### src/rtl/mcm_filter_seq_pkg.sv
// Shared types and constants for the sequential MCM filter: state encoding,
// coefficient table (index -> constant) and datapath widths.
package mcm_ctrl_pkg;

  localparam int SAMPLE_W = 8;
  localparam int PROD_W   = 16;
  localparam int ACC_W    = 18;
  localparam int IDX_W    = 4;
  localparam int NCOEF    = 12;

  typedef enum logic [1:0] {
    ST_IDLE  = 2'd0,
    ST_ACCUM = 2'd1,
    ST_OUT   = 2'd2
  } state_t;

  typedef logic signed [PROD_W-1:0] prod_t;

  // Entry i is the constant that the MCM block multiplies by on output i.
  localparam prod_t COEF_TABLE [NCOEF] = '{
    16'sd53, 16'sd18, 16'sd28, 16'sd20, 16'sd16, 16'sd51,
    16'sd19, 16'sd27, -16'sd2, -16'sd3, 16'sd3,  16'sd11
  };

  function automatic logic idx_valid(input logic [IDX_W-1:0] idx);
    return idx < IDX_W'(NCOEF);
  endfunction

endpackage

### src/rtl/mcm_filter_seq_if.sv
// Sample-in / result-out streaming bus between the filter and its neighbours.
interface mcm_filter_seq_if;
  import mcm_ctrl_pkg::*;

  logic                s_valid;
  logic [SAMPLE_W-1:0] s_sample;
  logic                s_ready;
  logic                m_valid;
  logic [SAMPLE_W-1:0] m_data;
  logic                m_ready;

  modport master (
    output s_valid, s_sample, m_ready,
    input  s_ready, m_valid, m_data
  );

  modport slave (
    input  s_valid, s_sample, m_ready,
    output s_ready, m_valid, m_data
  );

endinterface

### src/rtl/mcm_filter_seq_mcm4.sv
// Multiple-constant multiplier: all twelve coefficient products of one
// unsigned sample, built from shared shift-add terms (no multipliers).
module mcm_filter_seq_mcm4
  import mcm_ctrl_pkg::*;
(
  input  logic [SAMPLE_W-1:0] x_i,
  output prod_t               prod_o [NCOEF]
);

  prod_t x1;
  prod_t x3;
  prod_t x5;
  prod_t x9;

  assign x1 = {{(PROD_W-SAMPLE_W){1'b0}}, x_i};
  assign x3 = (x1 << 1) + x1;
  assign x5 = (x1 << 2) + x1;
  assign x9 = (x1 << 3) + x1;

  // Output order matches COEF_TABLE.
  assign prod_o[0]  = (x1 << 5) + (x1 << 4) + x5;  // 53
  assign prod_o[1]  = x9 << 1;                     // 18
  assign prod_o[2]  = (x1 << 5) - (x1 << 2);       // 28
  assign prod_o[3]  = x5 << 2;                     // 20
  assign prod_o[4]  = x1 << 4;                     // 16
  assign prod_o[5]  = (x3 << 4) + x3;              // 51
  assign prod_o[6]  = (x1 << 4) + x3;              // 19
  assign prod_o[7]  = (x9 << 1) + x9;              // 27
  assign prod_o[8]  = -(x1 << 1);                  // -2
  assign prod_o[9]  = -x3;                         // -3
  assign prod_o[10] = x3;                          // 3
  assign prod_o[11] = x9 + (x1 << 1);              // 11

endmodule

### src/rtl/mcm_filter_seq.sv
// Sequential filter: accumulates NTAPS coefficient-weighted samples, then
// emits a rounded, clipped 8-bit result over a valid/ready stream.
module mcm_filter_seq
  import mcm_ctrl_pkg::*;
#(
  parameter int NTAPS     = 4,
  parameter int RND_SHIFT = 6
) (
  input  logic                   clk,
  input  logic                   rst,
  input  logic                   start_i,
  input  logic [IDX_W*NTAPS-1:0] sel_vec_i,
  output logic                   busy_o,
  output logic                   sel_err_o,
  mcm_filter_seq_if.slave        bus
);

  localparam int TAP_W = (NTAPS > 1) ? $clog2(NTAPS) : 1;
  localparam logic [TAP_W-1:0] LAST_TAP = TAP_W'(NTAPS - 1);
  localparam logic signed [ACC_W-1:0] RND_BIAS = ACC_W'(2 ** (RND_SHIFT - 1));
  localparam logic signed [ACC_W-1:0] CLIP_MAX = ACC_W'(255);

  state_t                   state_q;
  logic signed [ACC_W-1:0]  acc_q;
  logic [TAP_W-1:0]         tap_q;
  logic [IDX_W*NTAPS-1:0]   sel_q;
  logic                     m_valid_q;
  logic [SAMPLE_W-1:0]      m_data_q;
  logic                     sel_err_q;

  prod_t                    prod_all [NCOEF];
  logic [IDX_W-1:0]         cur_idx;
  prod_t                    cur_prod;
  logic signed [ACC_W-1:0]  sum_d;
  logic signed [ACC_W-1:0]  rnd_d;
  logic signed [ACC_W-1:0]  shr_d;
  logic [SAMPLE_W-1:0]      m_data_d;

  mcm_filter_seq_mcm4 u_mcm_4 (
    .x_i    (bus.s_sample),
    .prod_o (prod_all)
  );

  // 12:1 product select; out-of-range indices contribute nothing.
  always_comb begin
    cur_idx  = sel_q[IDX_W*tap_q +: IDX_W];
    cur_prod = '0;
    if (idx_valid(cur_idx)) begin
      cur_prod = prod_all[cur_idx];
    end
  end

  // Final sum feeds the rounding/clip stage directly so the result register
  // loads on the same edge as the last accept.
  always_comb begin
    sum_d = acc_q + {{(ACC_W-PROD_W){cur_prod[PROD_W-1]}}, cur_prod};
    rnd_d = sum_d + RND_BIAS;
    shr_d = rnd_d >>> RND_SHIFT;
    if (shr_d < 0) begin
      m_data_d = '0;
    end else if (shr_d > CLIP_MAX) begin
      m_data_d = '1;
    end else begin
      m_data_d = shr_d[SAMPLE_W-1:0];
    end
  end

  always_ff @(posedge clk or posedge rst) begin
    if (rst) begin
      state_q   <= ST_IDLE;
      acc_q     <= '0;
      tap_q     <= '0;
      sel_q     <= '0;
      m_valid_q <= 1'b0;
      m_data_q  <= '0;
      sel_err_q <= 1'b0;
    end else begin
      case (state_q)
        ST_IDLE: begin
          if (start_i) begin
            sel_q     <= sel_vec_i;
            acc_q     <= '0;
            tap_q     <= '0;
            sel_err_q <= 1'b0;
            state_q   <= ST_ACCUM;
          end
        end
        ST_ACCUM: begin
          if (bus.s_valid) begin
            acc_q <= sum_d;
            if (!idx_valid(cur_idx)) begin
              sel_err_q <= 1'b1;
            end
            if (tap_q == LAST_TAP) begin
              m_data_q  <= m_data_d;
              m_valid_q <= 1'b1;
              state_q   <= ST_OUT;
            end else begin
              tap_q <= tap_q + 1'b1;
            end
          end
        end
        ST_OUT: begin
          if (bus.m_ready) begin
            m_valid_q <= 1'b0;
            state_q   <= ST_IDLE;
          end
        end
        default: state_q <= ST_IDLE;
      endcase
    end
  end

  assign busy_o      = (state_q != ST_IDLE);
  assign bus.s_ready = (state_q == ST_ACCUM);
  assign bus.m_valid = m_valid_q;
  assign bus.m_data  = m_data_q;
  assign sel_err_o   = sel_err_q;

endmodule

### src/flat_wrapper.sv
// flat-port wrapper written by rule: the top's interface ports become plain ports
module mcm_filter_seq_flat import mcm_ctrl_pkg::*;
#(
  parameter int NTAPS     = 4,
  parameter int RND_SHIFT = 6
)
  (clk, rst, start_i, sel_vec_i, busy_o, sel_err_o, bus_s_valid, bus_s_sample, bus_m_ready, bus_s_ready, bus_m_valid, bus_m_data);
  mcm_filter_seq_if bus_i ();
  input  logic clk;
  input  logic rst;
  input  logic start_i;
  input  logic [IDX_W*NTAPS-1:0] sel_vec_i;
  output logic busy_o;
  output logic sel_err_o;
  input wire logic [$bits(bus_i.s_valid)-1:0] bus_s_valid;
  input wire logic [$bits(bus_i.s_sample)-1:0] bus_s_sample;
  input wire logic [$bits(bus_i.m_ready)-1:0] bus_m_ready;
  output wire logic [$bits(bus_i.s_ready)-1:0] bus_s_ready;
  output wire logic [$bits(bus_i.m_valid)-1:0] bus_m_valid;
  output wire logic [$bits(bus_i.m_data)-1:0] bus_m_data;
  assign bus_i.s_valid = bus_s_valid;
  assign bus_i.s_sample = bus_s_sample;
  assign bus_i.m_ready = bus_m_ready;
  assign bus_s_ready = bus_i.s_ready;
  assign bus_m_valid = bus_i.m_valid;
  assign bus_m_data = bus_i.m_data;
  mcm_filter_seq #(.NTAPS(NTAPS), .RND_SHIFT(RND_SHIFT)) u_core (.clk(clk), .rst(rst), .start_i(start_i), .sel_vec_i(sel_vec_i), .busy_o(busy_o), .sel_err_o(sel_err_o), .bus(bus_i));
endmodule
### config.mk
export PLATFORM = sky130hd
export DESIGN_NAME = mcm_filter_seq_flat
export DESIGN_NICKNAME = d
export VERILOG_FILES = /design/src/rtl/mcm_filter_seq_pkg.sv /design/src/rtl/mcm_filter_seq_if.sv /design/src/rtl/mcm_filter_seq_mcm4.sv /design/src/rtl/mcm_filter_seq.sv /design/src/flat_wrapper.sv
export SDC_FILE = /design/constraint.sdc
export NUM_CORES = 1
export LEC_CHECK = 0
export BUFFER_PORTS_ARGS = -buffer_cell sky130_fd_sc_hd__buf_4
export CAP_MARGIN = 10
export CORE_MARGIN = 2
export CORE_UTILIZATION = 60
export DETAILED_ROUTE_END_ITERATION = 10
export PLACE_DENSITY = 0.83
export SYNTH_ARGS = -nofsm -noshare
export SYNTH_HDL_FRONTEND = slang
export SYNTH_SLANG_ARGS = --single-unit
### constraint.sdc
create_clock -name clk -period 9.3 [get_ports clk]
set_input_delay 0.465 -clock clk [delete_from_list [all_inputs] [get_ports clk]]
set_output_delay 0.465 -clock clk [all_outputs]
set_load 0.005 [all_outputs]
==> reports/qor.csv, run 1 <==
metric,value,unit
vias in the first global route,6761,
Startpoint Class,input pin,
Core Region,12000,µm²
met2 Use GR,52.3,%
Reg2Reg Depth,17,
Nets,1054,
largest net degree at the start of global routing,49,
Netlist cell types,77,
capturing point of the worst reg2reg path,u_core.bus.m_data[2],
Inst Count DP,1069,
GR Layer Usage met3,3.97,%
share of cells above drive strength 1,11.1,%
Initial DRT Pass Iterations,6,
register bit total from synthesis,48,
die width,114,µm
status,"complete, no violations",
clock period minus worst slack,7.13,ns
f_max,140,MHz
Worst-Skew Late Latency,0.29,ns
final hold vios,0,
hold path cells,2,
period utilization,76.7,%
CTS Hold Buffers Added,0,
CP startpoint,bus_s_sample[1],
IO Pins,41,
Layout Utilization,65.6,%
RSZ-0062 raised after global routing,false,
Fin Setup TNS,0,ns
clock buffer depth,2,
placement row count,40,
Non-Filler Instances,1077,
Tightest Hold Check Type,in -> reg,
antenna diode count,0,
"Buf+Inv Stages, Crit Path",3,
Final setup viols,0,
critical path data required time,9.45,ns
Initial Util,61.0,%
Crit path max-delay family,compound AO/OA/AOI/OAI gates,
GR peak layer,met2,
Die Area,13100,µm²
Detailed Route Iter0 Violations,839,
total grt overflow,0,
Critical Path Most Common Cell,fa_1,
DRT antenna net count,0,
I/O Buffers,40,
H-Tree Level Count,2,
number of synthesized flops with an enable pin,0,
"Async S/R FF share, synth",100,%
Max Cap Viol,0,
hold path start,bus_m_ready,
hold endpoint,u_core.state_q[1],
Critical Path AT,7.28,ns
CTS tree,done,
gpl congestion,1.02,
post-CTS sizing,0,
Post-CTS Setup Bufs,0,
number of buffers created by CTS,5,
Layout Skew,0.00734,ns
Critical Path Max Stage Delay,0.52,ns
clock transition at the registers of the reported paths,0.06,ns
DR WL/cell,18.9,µm
Reg2Reg Launch Point,u_core.tap_q[0],
Die Span Y,114,µm
initial antenna violation count,0,
Max-slew headroom,34.0,%
CTS Sinks,48,
DRC Markers,0,
crit end category,flop,
WL final,20.4,mm
Syn Std Cell Area,7300,µm²
Syn Area/Cell,7.98,µm²
Synth Warn #,0,
slowest CP cell,fa_1,
clock root buffer,clkbuf_16,
"Top FF cell, synth",dfrtp_1,
Slew @ Worst Pin,0.989,ns
Syn Inst Count,914,
flop2flop setup slack,3.21,ns
Via density,6.54,
vias,7044,
HPWL Detailed,15.3,mm
sequential share of the synthesized area,16.5,%
max-slew violations,0,
met1 Use GR,42.3,%
Max Fanout on Critical Path,9,
syn_nets,1039,
Crit Path Class,in -> reg,
"most common cell after layout, fill and taps aside",ha_1,
Tot GR Track Use,32.1,%
worst hold margin,0.387,ns
most frequent cells in the layout,"ha_1, a21oi_1, nand2_1, nor2_1",
Layout area overhead,7.51,%
first-pass GRT wire length,33.7,mm
==> metal layers <==
metal / vias to the layer above / wire length (µm)
li1: 3365 / -
met1: 3271 / 8530
met2: 337 / 9240
met3: 71 / 1600
met4: 0 / 1020
met5: - / 0
==> per-stage QoR <==
step                area (µm²)  setup WS [ns]
finish                    7850           2.17
detailed placement        7690           1.95
global placement          7690           2.25
floorplan                 7300           3.20
global route              7850           1.67
CTS                       7850           2.20
==> cells in the mapped netlist, drive strengths merged (11+ instances only) <==
cell type	instances	area share [%]
a211oi	16	1.8
a21o	24	2.5
a21oi	78	5.4
a22o	13	1.6
a31oi	11	1.0
clkbuf	35	1.8
dfrtp	48	16
fa	13	3.6
ha	83	14
inv	54	2.8
mux2	18	2.8
mux2i	13	1.8
nand2	73	3.8
nand3	17	1.2
nor2	65	3.3
nor2b	20	1.7
nor3	29	2.3
o211ai	14	1.4
o21a	12	1.2
o21ai	71	5.0
xnor2	63	7.7
xor2	18	2.2
==> state kept, by name (all words and copies together) (netlist names) <==
| signal | cells |
|---|---|
| u_core.sel_q | 16 |
| u_core.sel_err_o | 1 |
| u_core.bus.m_data | 8 |
| u_core.tap_q | 2 |
| u_core.acc_q | 18 |
| u_core.bus.m_valid | 1 |
| u_core.state_q | 2 |
==> kinds of logic after synthesis <==
logic type | after synthesis | synth area share, %
buffers and inverters | 94 | 4.89
flip-flops | 48 | 16.5
AND/OR/NAND/NOR | 251 | 16.8
AO/OA/AOI/OAI | 305 | 27.5
adder cells (fa/ha/maj) | 98 | 18.1
XOR/XNOR | 82 | 10.2
multiplexers | 36 | 6.10
==> how the worst max path moves through the flow <==
stage | end | slack, ns | depth (start not counted)
2_1_floorplan | u_core.bus.m_data[2] | 3.20 | 25
3_3_place_gp | u_core.bus.m_data[6] | 2.25 | 26
3_5_place_dp | u_core.bus.m_data[2] | 1.95 | 26
4_1_cts | u_core.bus.m_data[2] | 2.20 | 26
5_1_grt | u_core.bus.m_data[2] | 1.67 | 26
6_report | u_core.bus.m_data[2] | 2.17 | 26
==> final cells by class <==
cell class                      count  area (µm²)
Clock buffer                        6         139
Timing Repair Buffer               47         353
Sequential cell                    48        1200
Inverter                           55         206
Fill cell                         995        4120
Clock inverter                      2        15.0
Multi-Input combinational cell    772        5750
Tap cell                          147         184
Power of run 1 is left out: the tool's default activity adds up to more than one toggle a clock period on the data nets, which glitch-free logic cannot reach.
==> inputs of run 2 (changes only) <==
- ABC_AREA: unset -> 1
- CORE_UTILIZATION: 60 -> 58
- clock period: 9.3 -> 6 ns (I/O delays scaled with it)
==> run 2 against run 1 <==
First-iteration DRC count is 24% higher. Synthesized cell count is 32% higher. Clock skew is 0.0022 ns lower. Cell count is 33% higher. Area after synthesis is 7.0% higher. Sequential share of layout area is 1.4 points lower. Register-to-register slack worse by 2.3 ns. Routed wire length is 23% higher. Flip-flop and latch count stayed put. Highest routed layer unchanged.
==> reports/qor.csv, run 2 <==
metric,value,unit
status,"complete, no violations",
Commonest cells post-synth,"nand2_1, inv_1, nand3_1, ha_1, nor2_1",
Max-slew headroom,32.4,%
Netlist cell types,55,
capturing point of the worst reg2reg path,u_core.bus.m_data[3],
Tightest Hold Check Type,in -> reg,
Largest Register,u_core.acc_q,
f_max,176,MHz
Initial Util,59.2,%
clock transition at the registers of the reported paths,0.07,ns
final hold vios,0,
"Async S/R FF share, synth",100,%
flop2flop setup slack,0.87,ns
Post-CTS Setup Bufs,0,
Core Region,13200,µm²
syn_nets,1328,
number of buffers created by CTS,5,
Synth Warn #,0,
slowest CP cell,a221oi_1,
Initial DRT Pass Iterations,7,
I/O Buffers,40,
Reg2Reg Launch Point,u_core.tap_q[0],
first-pass GRT wire length,40.5,mm
antenna diode count,0,
Via density,6.02,
largest net degree at the start of global routing,49,
"most common cell after layout, fill and taps aside",nand2_1,
clock root buffer,clkbuf_16,
die width,120,µm
vias,8639,
Fin Setup TNS,0,ns
"Top FF cell, synth",dfrtp_1,
Final setup viols,0,
Detailed Route Iter0 Violations,1040,
number of synthesized flops with an enable pin,0,
H-Tree Level Count,2,
HPWL Detailed,19.8,mm
Max Fanout on Critical Path,8,
share of cells above drive strength 1,13.9,%
clock buffer depth,2,
hold path start,sel_vec_i[10],
period utilization,94.4,%
Die Area,14400,µm²
DRT antenna net count,0,
placement row count,42,
WL final,25.0,mm
vias in the first global route,7989,
max-slew violations,0,
Largest register FFs,18,
Reg2Reg Depth,26,
Critical Path AT,5.85,ns
Layout Skew,0.00517,ns
IO Pins,41,
most frequent cells in the layout,"nand2_1, inv_1, nand3_1, ha_1, nor2_1",
Die Span Y,120,µm
most common cell in the netlist,nand2_1,
top-area cell type share of the netlist area,15.8,%
initial antenna violation count,0,
Startpoint Class,input pin,
main area contributors after synthesis,"nand2_1, dfrtp_1, ha_1",
gpl congestion,1.06,
RSZ-0062 raised after global routing,false,
Slew @ Worst Pin,1.01,ns
total grt overflow,0,
met3 wire len,3.20,mm
met1 WL,10.5,mm
max layer used,met4,
"area leader, netlist",nand2_1,
met2 wire len,10.6,mm
Nets,1383,
sequential share of the synthesized area,15.4,%
Critical Path Most Common Cell,nand2_1,
hold endpoint,u_core.sel_q[10],
CTS tree,done,
crit end category,flop,
hold path cells,3,
Crit Path Class,in -> reg,
register bit total from synthesis,48,
Critical Path Max Stage Delay,0.50,ns
CTS Sinks,48,
Syn Inst Count,1203,
DR WL/cell,17.4,µm
Max Cap Viol,0,
Syn Std Cell Area,7810,µm²
critical path data required time,6.19,ns
Worst-Skew Late Latency,0.30,ns
Tot GR Track Use,35.3,%
Syn Area/Cell,6.49,µm²
DRC Markers,0,
clock period minus worst slack,5.67,ns
Layout area overhead,10.8,%
run 2: cell types whose count changed after synthesis, sizes merged, moves of 21 or more:
cell	change
nand3	+85
clkbuf	-25
nor3	-21
a21o	-21
inv	+96
nor2	+27
xnor2	-46
nand2	+291
run 2: final cells by class:
class	instances	area, µm²
tap	176	220
clock inverter	3	68.8
inverter	153	574
clock buffer	5	125
multi-input combinational	981	5950
sequential	48	1200
timing repair buffer	69	518
fill	1203	4540
run 2: layer usage:
| layer | vias up | track usage [%] |
|---|---|---|
| met5 | - | 0 |
| met4 | 0 | 11.5 |
| met3 | 74 | 9.55 |
| met2 | 506 | 52.5 |
| met1 | 3924 | 49.6 |
| li1 | 4135 | - |
run 2: critical path, delay by kind of cell:
kind / cells / cell delay, ns
compound gates: 6 / 1.38
xor+xnor: 2 / 0.51
fa+ha+maj: 5 / 1.76
buf+inv: 3 / 0.31
simple gates: 13 / 1.57
run 2: worst max-delay path by stage:
stage                         start                    to  slack, ns  cells past startpoint
floorplan           bus_s_sample[1]  u_core.bus.m_data[1]       0.82                     31
global placement    bus_s_sample[2]  u_core.bus.m_data[0]       0.23                     34
detailed placement  bus_s_sample[2]  u_core.bus.m_data[3]       0.02                     33
CTS                 bus_s_sample[2]  u_core.bus.m_data[3]       0.29                     34
global route        bus_s_sample[2]  u_core.bus.m_data[0]       0.02                     34
finish              bus_s_sample[2]  u_core.bus.m_data[3]       0.33                     29
run 2: through the flow:
| stage | setup WS (ns) | hold WS (ns) | cell area (µm²) | instances | utilization, % |
|---|---|---|---|---|---|
| after global placement | 0.234 | 0.456 | 8430 | 1426 | 63.9 |
| after floorplan | 0.820 | 0.417 | 7810 | 1203 | - |
| after detailed placement | 0.0203 | 0.461 | 8430 | 1426 | 63.9 |
| after CTS | 0.287 | 0.196 | 8620 | 1434 | 65.4 |
| after global routing | 0.0157 | 0.206 | 8650 | 1435 | 65.6 |
| final | 0.334 | 0.197 | 8650 | 1435 | 65.6 |
run 2: timing repair:
item                       4_1_cts  5_1_grt
setup endpoints to repair        0        8
hold buffers                     0        0
gates resized for setup          0        7
run 2: logic make-up after synthesis:
| family | Yosys count | synth area share, % |
|---|---|---|
| simple gates | 599 | 34.6 |
| compound gates | 232 | 18.1 |
| buf+inv | 174 | 8.81 |
| fa+ha+maj | 96 | 16.6 |
| xor+xnor | 54 | 6.44 |
| flops | 48 | 15.4 |
Power of run 2 is left out for the same reason.
